===== src/rtl/convert_arb_64.sv =====
// convert_arb_64: round-robin arbiter sharing one word channel among N requesters
//   clk         rising-edge clock
//   reset       asynchronous active-high reset
//   i_data      N packed requester words, requester k at [k*DW +: DW]
//   i_rval      per-requester valid
//   o_rrdy      per-requester ready, at most one bit high
//   o_data      registered word toward the serializer
//   o_src       requester index that supplied o_data
//   o_tval      o_data/o_src valid
//   i_trdy      serializer ready
//   i_cnt_clr   clears the word counters (CONV_ARB_STATS_EN builds only)
//   o_word_cnt  saturating per-requester accepted-word counters, 16 bits each
// Define CONV_ARB_STATS_EN to build the counters; otherwise o_word_cnt is 0.
module convert_arb_64 #(
   parameter int N = 4,
   parameter int DW = 64,
   parameter int MAX_BURST = 4,
   parameter int SW = 3
) (
   input  logic            clk,
   input  logic            reset,
   input  logic [N*DW-1:0] i_data,
   input  logic [N-1:0]    i_rval,
   output logic [N-1:0]    o_rrdy,
   output logic [DW-1:0]   o_data,
   output logic [SW-1:0]   o_src,
   output logic            o_tval,
   input  logic            i_trdy,
   input  logic            i_cnt_clr,
   output logic [N*16-1:0] o_word_cnt
);
   typedef enum logic {IDLE, GRANT} state_t;
   state_t state, state_nxt;
   logic [SW-1:0] owner, rr_ptr, pick;
   logic [3:0] burst_cnt;
   logic [N-1:0] rot;
   logic [DW-1:0] word;
   logic any_val, own_val, out_rdy, in_xfer, rel;
   assign out_rdy = ~o_tval | i_trdy;
   assign own_val = |(i_rval & (N'(1) << owner));
   assign word = DW'(i_data >> (int'(owner) * DW));
   // Rotate valids so bit 0 is rr_ptr; scanning downward lets the nearest set bit win.
   always_comb begin
      rot = N'({i_rval, i_rval} >> rr_ptr);
      pick = '0;
      any_val = 1'b0;
      for (int j = N - 1; j >= 0; j--) begin
         if (rot[j]) begin
            pick = SW'((int'(rr_ptr) + j) >= N ? int'(rr_ptr) + j - N : int'(rr_ptr) + j);
            any_val = 1'b1;
         end
      end
   end
   always_ff @(posedge clk or posedge reset)
      if (reset) state <= IDLE;
      else state <= state_nxt;
   // Release fires on the transfer that completes the burst or on any cycle the owner is not valid.
   always_comb begin
      state_nxt = state;
      o_rrdy = '0;
      in_xfer = 1'b0;
      rel = 1'b0;
      if (state == IDLE) begin
         state_nxt = any_val ? GRANT : IDLE;
      end else begin
         o_rrdy = out_rdy ? N'(1) << owner : '0;
         in_xfer = own_val & out_rdy;
         rel = ~own_val | (in_xfer && burst_cnt == 4'(MAX_BURST - 1));
         state_nxt = rel ? IDLE : GRANT;
      end
   end
   always_ff @(posedge clk or posedge reset)
      if (reset) begin
         owner <= '0;
         rr_ptr <= '0;
         burst_cnt <= '0;
         o_tval <= 1'b0;
         o_data <= '0;
         o_src <= '0;
      end else begin
         if (state == IDLE && any_val) begin
            owner <= pick;
            burst_cnt <= '0;
         end
         if (in_xfer) burst_cnt <= burst_cnt + 1'b1;
         if (rel) rr_ptr <= owner == SW'(N - 1) ? '0 : owner + 1'b1;
         if (in_xfer) begin
            o_data <= word;
            o_src <= owner;
            o_tval <= 1'b1;
         end else if (o_tval & i_trdy) begin
            o_tval <= 1'b0;
         end
      end
`ifdef CONV_ARB_STATS_EN
   for (genvar k = 0; k < N; k++) begin : g_cnt
      logic [15:0] cnt;
      always_ff @(posedge clk or posedge reset)
         if (reset) cnt <= '0;
         else if (i_cnt_clr) cnt <= '0;
         else if (in_xfer && owner == SW'(k) && cnt != 16'hFFFF) cnt <= cnt + 1'b1;
      assign o_word_cnt[k*16 +: 16] = cnt;
   end
`else
   logic unused_clr;
   assign unused_clr = i_cnt_clr;
   assign o_word_cnt = '0;
`endif
endmodule


===== config.mk =====
export PLATFORM = sky130hd
export DESIGN_NAME = convert_arb_64
export DESIGN_NICKNAME = d
export VERILOG_FILES = /design/src/rtl/convert_arb_64.sv
export SDC_FILE = /design/constraint.sdc
export NUM_CORES = 1
export LEC_CHECK = 0
export BUFFER_PORTS_ARGS = -buffer_cell sky130_fd_sc_hd__clkbuf_2
export CAP_MARGIN = 20
export CORE_AREA = 2 2 154 156
export DETAILED_ROUTE_END_ITERATION = 12
export DIE_AREA = 0 0 156 158
export GPL_TIMING_DRIVEN = 0
export SLEW_MARGIN = 10
export SYNTH_ARGS = -nofsm -noshare
export SYNTH_HDL_FRONTEND = slang
export SYNTH_SLANG_ARGS = --single-unit

===== constraint.sdc =====
create_clock -name clk -period 3.4 [get_ports clk]
set_clock_uncertainty 0.2 [all_clocks]
set_input_delay 0.17 -clock clk [delete_from_list [all_inputs] [get_ports clk]]
set_output_delay 0.17 -clock clk [all_outputs]
set_load 0.03 [all_outputs]

==> summary.txt, run 1 <==
Worst setup path
  – Slowest stage delay, CP: around 0.45 ns
  – R2r startpoint: owner[1]
  – Crit-path max FO: 10
  – Data arrival, critical path: approximately 3.0 ns
  – Data required time of the worst path: between 3 and 4 ns
  – Cell Chain, Critical Path: clkbuf_2 -> clkbuf_2 -> inv_1 -> ha_1 -> a22o_1 -> a221oi_2 -> nor2b_1 -> buf_2 -> buf_2 -> nand2_1 -> nand2_1
  – FF-to-FF setup slack: between 0.4 and 0.5 ns
  – Worst Path Class, Setup: reg -> reg
  – Crit path buf inv count: 5
  – Crit. End Element: register
  – Delay-heaviest family, CP: buffers and inverters
  – Slowest cell on crit path: dfrtp_1
  – Worst setup SP type: register
  – Worst R2R Path Depth: 11
  – RR Endpoint: o_data[28]

Global route
  – GRT Total Usage: between 10% and 20%
  – Initial antenna violation count: 1
  – First-pass GRT wire length: 27.21 mm
  – Gr ovfl total: 0
  – Pin count of the biggest net entering global routing: 46
  – Vias in the first global route: approximately 5000

CTS
  – Total CTS buffers: 9
  – H-tree levels: 3
  – Worst skew pair latency: 0.34 ns
  – Clock sink count: between 70 and 80
  – CTS tree: yes
  – CTS root buf: clkbuf_16
  – Worst-path clk slew: around 0.07 ns
  – Setup Fix Bufs, Post-CTS: 0
  – Clock buffer depth: 2

Pwr
  – VDD IR max: roughly 0.00034 V
  – PD cells: 869.6 nW/um^2
  – Pwr Total: 6.969 mW
  – Pleak: 4.403 nW

Placement
  – Inst Count DP: between 1000 and 1500
  – Hpwl dp: about 16 mm
  – Post-Place Setup Slack: -0.1143 ns
  – PortBufs: approximately 330
  – RD Place Congestion: 0.8589

Synthesis
  – Mapped Area: ~5400 um^2
  – Ys flop type: dfrtp_1
  – Share of the synthesized area in the top cell type: ~37%
  – Post-synthesis sequential area ratio: about 37%
  – Ys async rst share: 100.0%
  – Unique masters post-synth: between 40 and 50
  – Register bit total from synthesis: 79
  – Mapped Avg Cell Area: between 10 and 15 um^2
  – Cell count after synthesis: about 520
  – Synth Warn #: 0
  – Top post-synthesis cells by area: dfrtp_1 (37%), mux4_2 (27%), nand2_1 (14%)
  – Dominant cell type by area after synthesis: dfrtp_1
  – Post-synth EDFFs: 0

STA
  – Fin. Hold Viols: 0
  – Min Hold Slack: between 0.03 and 0.04 ns
  – Final worst setup slack: around 0.43 ns
  – RSZ-0062 raised after global routing: no
  – Slew margin rel.: 57.66%
  – Final Max Slew Viols: 0
  – Slew @ Worst Pin: about 0.64 ns
  – Final min period: approximately 3.0 ns
  – FMAX: between 300 and 400 MHz
  – Final Setup Violations: 0
  – Fin crit share: a little under 90%

Outcome
  – Outcome: completed

Die
  – Initial Utilization: around 23%
  – Core region area: ~23000 um^2
  – Row count: 56
  – Ports: 400
  – Die area: roughly 25000 um^2
  – DIE HEIGHT: 158 um
  – Die X: between 150 and 200 um

Min path
  – Hold WC Path Type: in -> reg
  – Hold worst-path end: o_data[22]
  – Hold path start: i_data[22]
  – Hold path depth: 4

Run
  – Max-Cap Viols: 0

Layout
  – Layout area overhead: 49.79%
  – # nets final: around 1200
  – Fill cell count: 2434
  – Multi-input gate area: 2959 um^2
  – Fraction of layout cells with a size suffix above 1: 54.56%
  – Layout Cells excl Fill: ~1200
  – # diodes: 0
  – Register area: between 1500 and 2000 um^2

Route
  – WL/cell: 15.60 um
  – Pre-antenna DRT Iters: 4
  – WL final: roughly 19 mm
  – # DRC: 0
  – Initial DRC count: approximately 180
  – Antenna-violating nets left: 0
  – Vias per std cell: about 4.3
  – Via count: between 5000 and 6000
[where the power goes]
group | switching, mW | total, mW | internal, mW
clock network | 0.411 | 1.09 | 0.683
logic | 2.62 | 4.22 | 1.60
registers | 0.271 | 1.66 | 1.39
[synth_stat cells, types with 2 or more instances]
master / n
xor2_1: 2
ha_1: 6
nor2b_1: 5
a21oi_1: 5
buf_2: 19
buf_4: 66
nor3_1: 2
mux2_2: 2
o21ai_0: 7
nor2_1: 4
nand2_1: 200
mux4_2: 64
nand2b_1: 2
o31ai_1: 3
o21a_1: 2
inv_1: 6
dfrtp_1: 79
nor4b_1: 2
clkbuf_1: 10
and2_1: 7
[final cells by class]
cell class / instances / area share (%)
Buffer: 94 / 7.838
Multi-Input combinational cell: 399 / 36.92
Clock buffer: 11 / 3.154
Tap cell: 290 / 4.528
Timing Repair Buffer: 337 / 21.58
Sequential cell: 79 / 24.67
Clock inverter: 5 / 0.9992
Inverter: 6 / 0.3123
[layer usage]
layer / GRT usage (%) / up-vias / routed length [um]
li1: - / 2481 / -
met1: 16.44 / 2433 / 7275
met2: 27.37 / 258 / 9915
met3: 4.380 / 17 / 1565
met4: 4.107 / 2 / 276
met5: 0 / - / 14
[worst min-delay path, delay by kind of cell]
family	cells	cell delay, ns
AND/OR/NAND/NOR	2	0.09
multiplexers	1	0.21
buffers and inverters	1	0.07
[cells by family (layout without fill, tap and decap cells)]
kind of cell | count (synthesis) | in the layout | synth area share [%]
AND/OR/NAND/NOR | 230 | 230 | 17.63
other | 1 | 64 | 0.07009
AO/OA/AOI/OAI | 30 | 30 | 3.906
flip-flops | 79 | 79 | 36.95
adder cells (fa/ha/maj) | 6 | 6 | 1.403
buffers and inverters | 101 | 453 | 12.16
multiplexers | 67 | 67 | 27.55
XOR/XNOR | 2 | 2 | 0.3275
[repair_timing]
item	in CTS	in global routing
hold endpoints to repair	35	0
hold buffers	2	0
resized for setup	2	2
setup endpoints to repair	59	47
[stage by stage]
step,utilization (%),area (um^2),setup TNS (ns)
3_5_place_dp,33.23,7661,-3.096
2_1_floorplan,-,5587,0
3_3_place_gp,33.04,7616,-49.67
5_1_grt,34.76,8014,0
6_report,34.76,8014,0
4_1_cts,34.78,8018,0
[cells in the final DEF, fill, tap and decap left out, drive strengths merged, types with 5 or more instances in the layout]
master	n
and2	7
a21oi	6
mux4	64
buf	86
clkbuf	354
ha	6
dfrtp	79
nand2	200
inv	6
o21ai	8
conb	64
nor2b	5
[registers in the layout, indices dropped and copies added (netlist names)]
| name | flops |
|---|---|
| burst_cnt | 4 |
| o_data | 64 |
| o_src | 3 |
| o_tval | 1 |
| owner | 3 |
| rr_ptr | 3 |
| state | 1 |
[how the worst max path moves through the flow]
stage                        start           end  slack (ns)  cells after the start
after CTS                 owner[1]  burst_cnt[0]        0.08                     10
after detailed placement  owner[0]    o_data[29]       -0.11                     11
after global placement    owner[1]    o_data[29]       -0.67                     11
after floorplan           owner[1]  burst_cnt[0]        0.71                     10
after global routing      owner[0]    o_data[29]        0.11                     10
final                     owner[1]    o_data[28]        0.43                     11
No activity file was read; power rests on OpenSTA's default activity.
==> inputs of run 2 (changes only) <==
--- a/config.mk
+++ b/config.mk
@@ -5,9 +5,10 @@
 export SDC_FILE = /design/constraint.sdc
 export NUM_CORES = 1
 export LEC_CHECK = 0
-export BUFFER_PORTS_ARGS = -buffer_cell sky130_fd_sc_hd__clkbuf_2
+export BUFFER_PORTS_ARGS = -buffer_cell sky130_fd_sc_hd__buf_2
 export CAP_MARGIN = 20
 export CORE_AREA = 2 2 154 156
+export CTS_BUF_LIST = sky130_fd_sc_hd__clkbuf_4
 export DETAILED_ROUTE_END_ITERATION = 12
 export DIE_AREA = 0 0 156 158
 export GPL_TIMING_DRIVEN = 0
==> summary.txt, run 2 (same netlist as run 1, synthesis figures left out) <==
Outcome
  – Outcome: completed

Worst setup path
  – Slowest cell on crit path: dfrtp_1
  – Cell Chain, Critical Path: clkbuf_2 -> clkbuf_2 -> inv_1 -> ha_1 -> a22o_1 -> a221oi_2 -> nor2b_1 -> buf_2 -> buf_2 -> nand2_1 -> nand2_1
  – Crit. End Element: register
  – Worst setup SP type: register
  – Worst Path Class, Setup: reg -> reg
  – Crit-path max FO: 10 (unchanged)
  – Data arrival, critical path: 3.22 ns (+0.22 ns)
  – Crit path buf inv count: 5 (unchanged)
  – Delay-heaviest family, CP: buffers and inverters
  – Data required time of the worst path: 3.55 ns (+0.12 ns)
  – Slowest stage delay, CP: 0.49 ns (+0.04 ns)

Layout
  – Most frequent cells in the layout: buf_2 (350), nand2_1 (200), dlygate4sd3_1 (132), dfrtp_1 (79), buf_4 (67)
  – Fraction of layout cells with a size suffix above 1: 47.69% (-6.9 points)
  – # nets final: 1326 (+11%)
  – Commonest non-fill, non-tap cell in the layout: buf_2
  – Final Util: 39.65% (+4.9 points)
  – Layout area overhead: 70.84%
  – Largest register FFs: 64 (unchanged)
  – Largest registers: o_data x64, burst_cnt x4
  – Largest Register: o_data

STA
  – Slew @ Worst Pin: 0.6459 ns (+0.01077 ns)
  – Fin. Hold Viols: 0 (unchanged)
  – RSZ-0062 raised after global routing: no
  – FMAX: 325.1 MHz (-3.4%)
  – Final Setup Violations: 0 (unchanged)
  – Final min period: 3.076 ns (+0.1045 ns)
  – Slew margin rel.: 56.94% (-0.72 points)
  – Fin crit share: 90.46% (+3.1 points)
  – Final Max Slew Viols: 0 (unchanged)

Die
  – Die area: 24650 um^2 (unchanged)
  – Row count: 56 (unchanged)
  – Die X: 156 um (unchanged)
  – Initial Utilization: 23.21% (unchanged)
  – Ports: 400 (unchanged)
  – Core region area: 23050 um^2 (unchanged)
  – DIE HEIGHT: 158 um (unchanged)

Pwr
  – Internal power: 3.837 mW (+4.5%)
  – Comb pwr share: 68.0% (+7.5 points)
  – PD cells: 787.2 nW/um^2 (-9.5%)
  – Sw Share: 46.66% (-0.65 points)
  – Pleak: 4.830 nW (+9.7%)
  – VDD IR max: 0.0003058 V (-9.4%)
  – NetSw: 3.357 mW (+1.8%)
  – Sequential power share: 22.7% (-1.1 points)
  – Clk pwr share: 9.3% (-6.4 points)
  – Pwr Total: 7.195 mW (+3.2%)

Route
  – Met3 WL: 1.606 mm (+2.6%)
  – WL final: 20.66 mm (+8.5%)
  – Via count: 5771 (+11%)
  – Vias per std cell: 4.268 (+0.40%)
  – DR WL met2: 10.88 mm (+9.8%)
  – # DRC: 0 (unchanged)
  – Antenna-violating nets left: 0 (unchanged)
  – Top Layer Used: met4
  – Pre-antenna DRT Iters: 4 (unchanged)
  – Initial DRC count: 272 (+54%)
  – WL/cell: 15.28 um (-2.0%)
  – Wl on met1: 7.651 mm (+5.2%)

Global route
  – Pin count of the biggest net entering global routing: 46 (unchanged)
  – Vias in the first global route: 5893 (+16%)
  – First-pass GRT wire length: 30.15 mm (+11%)
  – Initial antenna violation count: 1 (unchanged)
  – Gr ovfl total: 0 (unchanged)
  – GRT Total Usage: 16.18% (+1.4 points)

Placement
  – RD Place Congestion: 0.8633 (+0.51%)
  – PortBufs: 333 (unchanged)
  – Hpwl dp: 15.82 mm (-1.1%)

CTS
  – Total CTS buffers: 9 (unchanged)
  – H-tree levels: 3 (unchanged)
  – Setup Fix Bufs, Post-CTS: 0 (unchanged)
  – Worst-path clk slew: 0.14 ns (+0.07 ns)
  – Worst skew pair latency: 0.45 ns (+0.11 ns)
  – CTS tree: yes
  – Clock sink count: 79 (unchanged)
  – Clock buffer depth: 2 (unchanged)
  – CTS root buf: clkbuf_4

Min path
  – Hold WC Path Type: in -> async

Run
  – Max-Cap Viols: 0 (unchanged)
## run 2: cell types whose count changed in the layout (fill, tap and decap cells not counted)
| cell | delta |
|---|---|
| buf_2 | +333 |
| clkbuf_4 | +11 |
| dlygate4sd3_1 | +130 |
| clkinv_1 | +2 |
| clkbuf_8 | -2 |
| clkbuf_16 | -9 |
| diode_2 | +1 |
| clkinvlp_4 | -2 |
| clkbuf_2 | -333 |
## run 2: worst paths after layout
path                                  from  cells past startpoint         end  slack, ns
worst min-delay path                 reset                      3  o_data[46]       0.11
worst max-delay path              owner[1]                     11  o_data[29]       0.32
worst max register to register    owner[1]                     11  o_data[29]       0.32
min in group clk                 i_rval[2]                      5    owner[1]       0.11
worst min register to register  o_data[59]                      2  o_data[59]       0.28
max in group asynchronous            reset                      4    owner[2]       2.28
## run 2: worst reg2reg max path: stages, from the launching register on
cell,delay [ns]
dfrtp_1,0.49
clkbuf_2,0.28
clkbuf_2,0.32
inv_1,0.13
ha_1,0.21
a22o_1,0.24
a221oi_2,0.29
nor2b_1,0.17
buf_2,0.25
buf_2,0.22
nand2_1,0.12
nand2_1,0.05
## run 2: metrics by stage
step                      setup TNS, ns  hold slack (ns)  instance area, um^2  cells  worst slack, ns
after global routing                  0          0.07318                 9140   1352          0.06761
after detailed placement         -4.186          0.03463                 7661   1204          -0.1443
final                                 0           0.1072                 9140   1352           0.3243
after floorplan                       0           0.1882                 5587    579           0.7115
after global placement           -49.81           0.2537                 7616   1202          -0.6747
after CTS                             0          0.04325                 9141   1352          0.03117
## run 2: cell type report
cell class / count / area [um^2]
multi-input cells: 399 / 2959
diodes: 1 / 2.502
clock inverters: 5 / 72.57
fillers: 2266 / 13910
clock buffers: 11 / 82.58
inverters: 6 / 25.02
flip-flops and latches: 79 / 1977
well taps: 290 / 362.8
repair buffers: 467 / 3030
plain buffers: 94 / 628.1
## run 2: repair_timing
| action | in CTS | in global routing |
|---|---|---|
| hold buffers | 132 | 0 |
| resized for setup | 2 | 2 |
| gates cloned | 0 | 0 |
| hold endpoints to repair | 146 | 0 |
| setup endpoints to repair | 59 | 56 |
## run 2: power by group through the flow
stage | logic [mW] | clock network [mW] | registers, mW
2_1_floorplan | 2.28 | 0 | 2.37
3_3_place_gp | 4.25 | 0 | 1.64
3_5_place_dp | 4.31 | 0 | 1.65
4_1_cts | 4.94 | 0.703 | 1.64
5_1_grt | 5.34 | 0.740 | 1.69
6_report | 4.89 | 0.668 | 1.63
## run 2: routing by layer
layer | GRT usage, % | vias up
met3 | 3.696 | 26
li1 | - | 2744
met4 | 6.029 | 0
met5 | 0 | -
met1 | 17.31 | 2711
met2 | 30.95 | 290
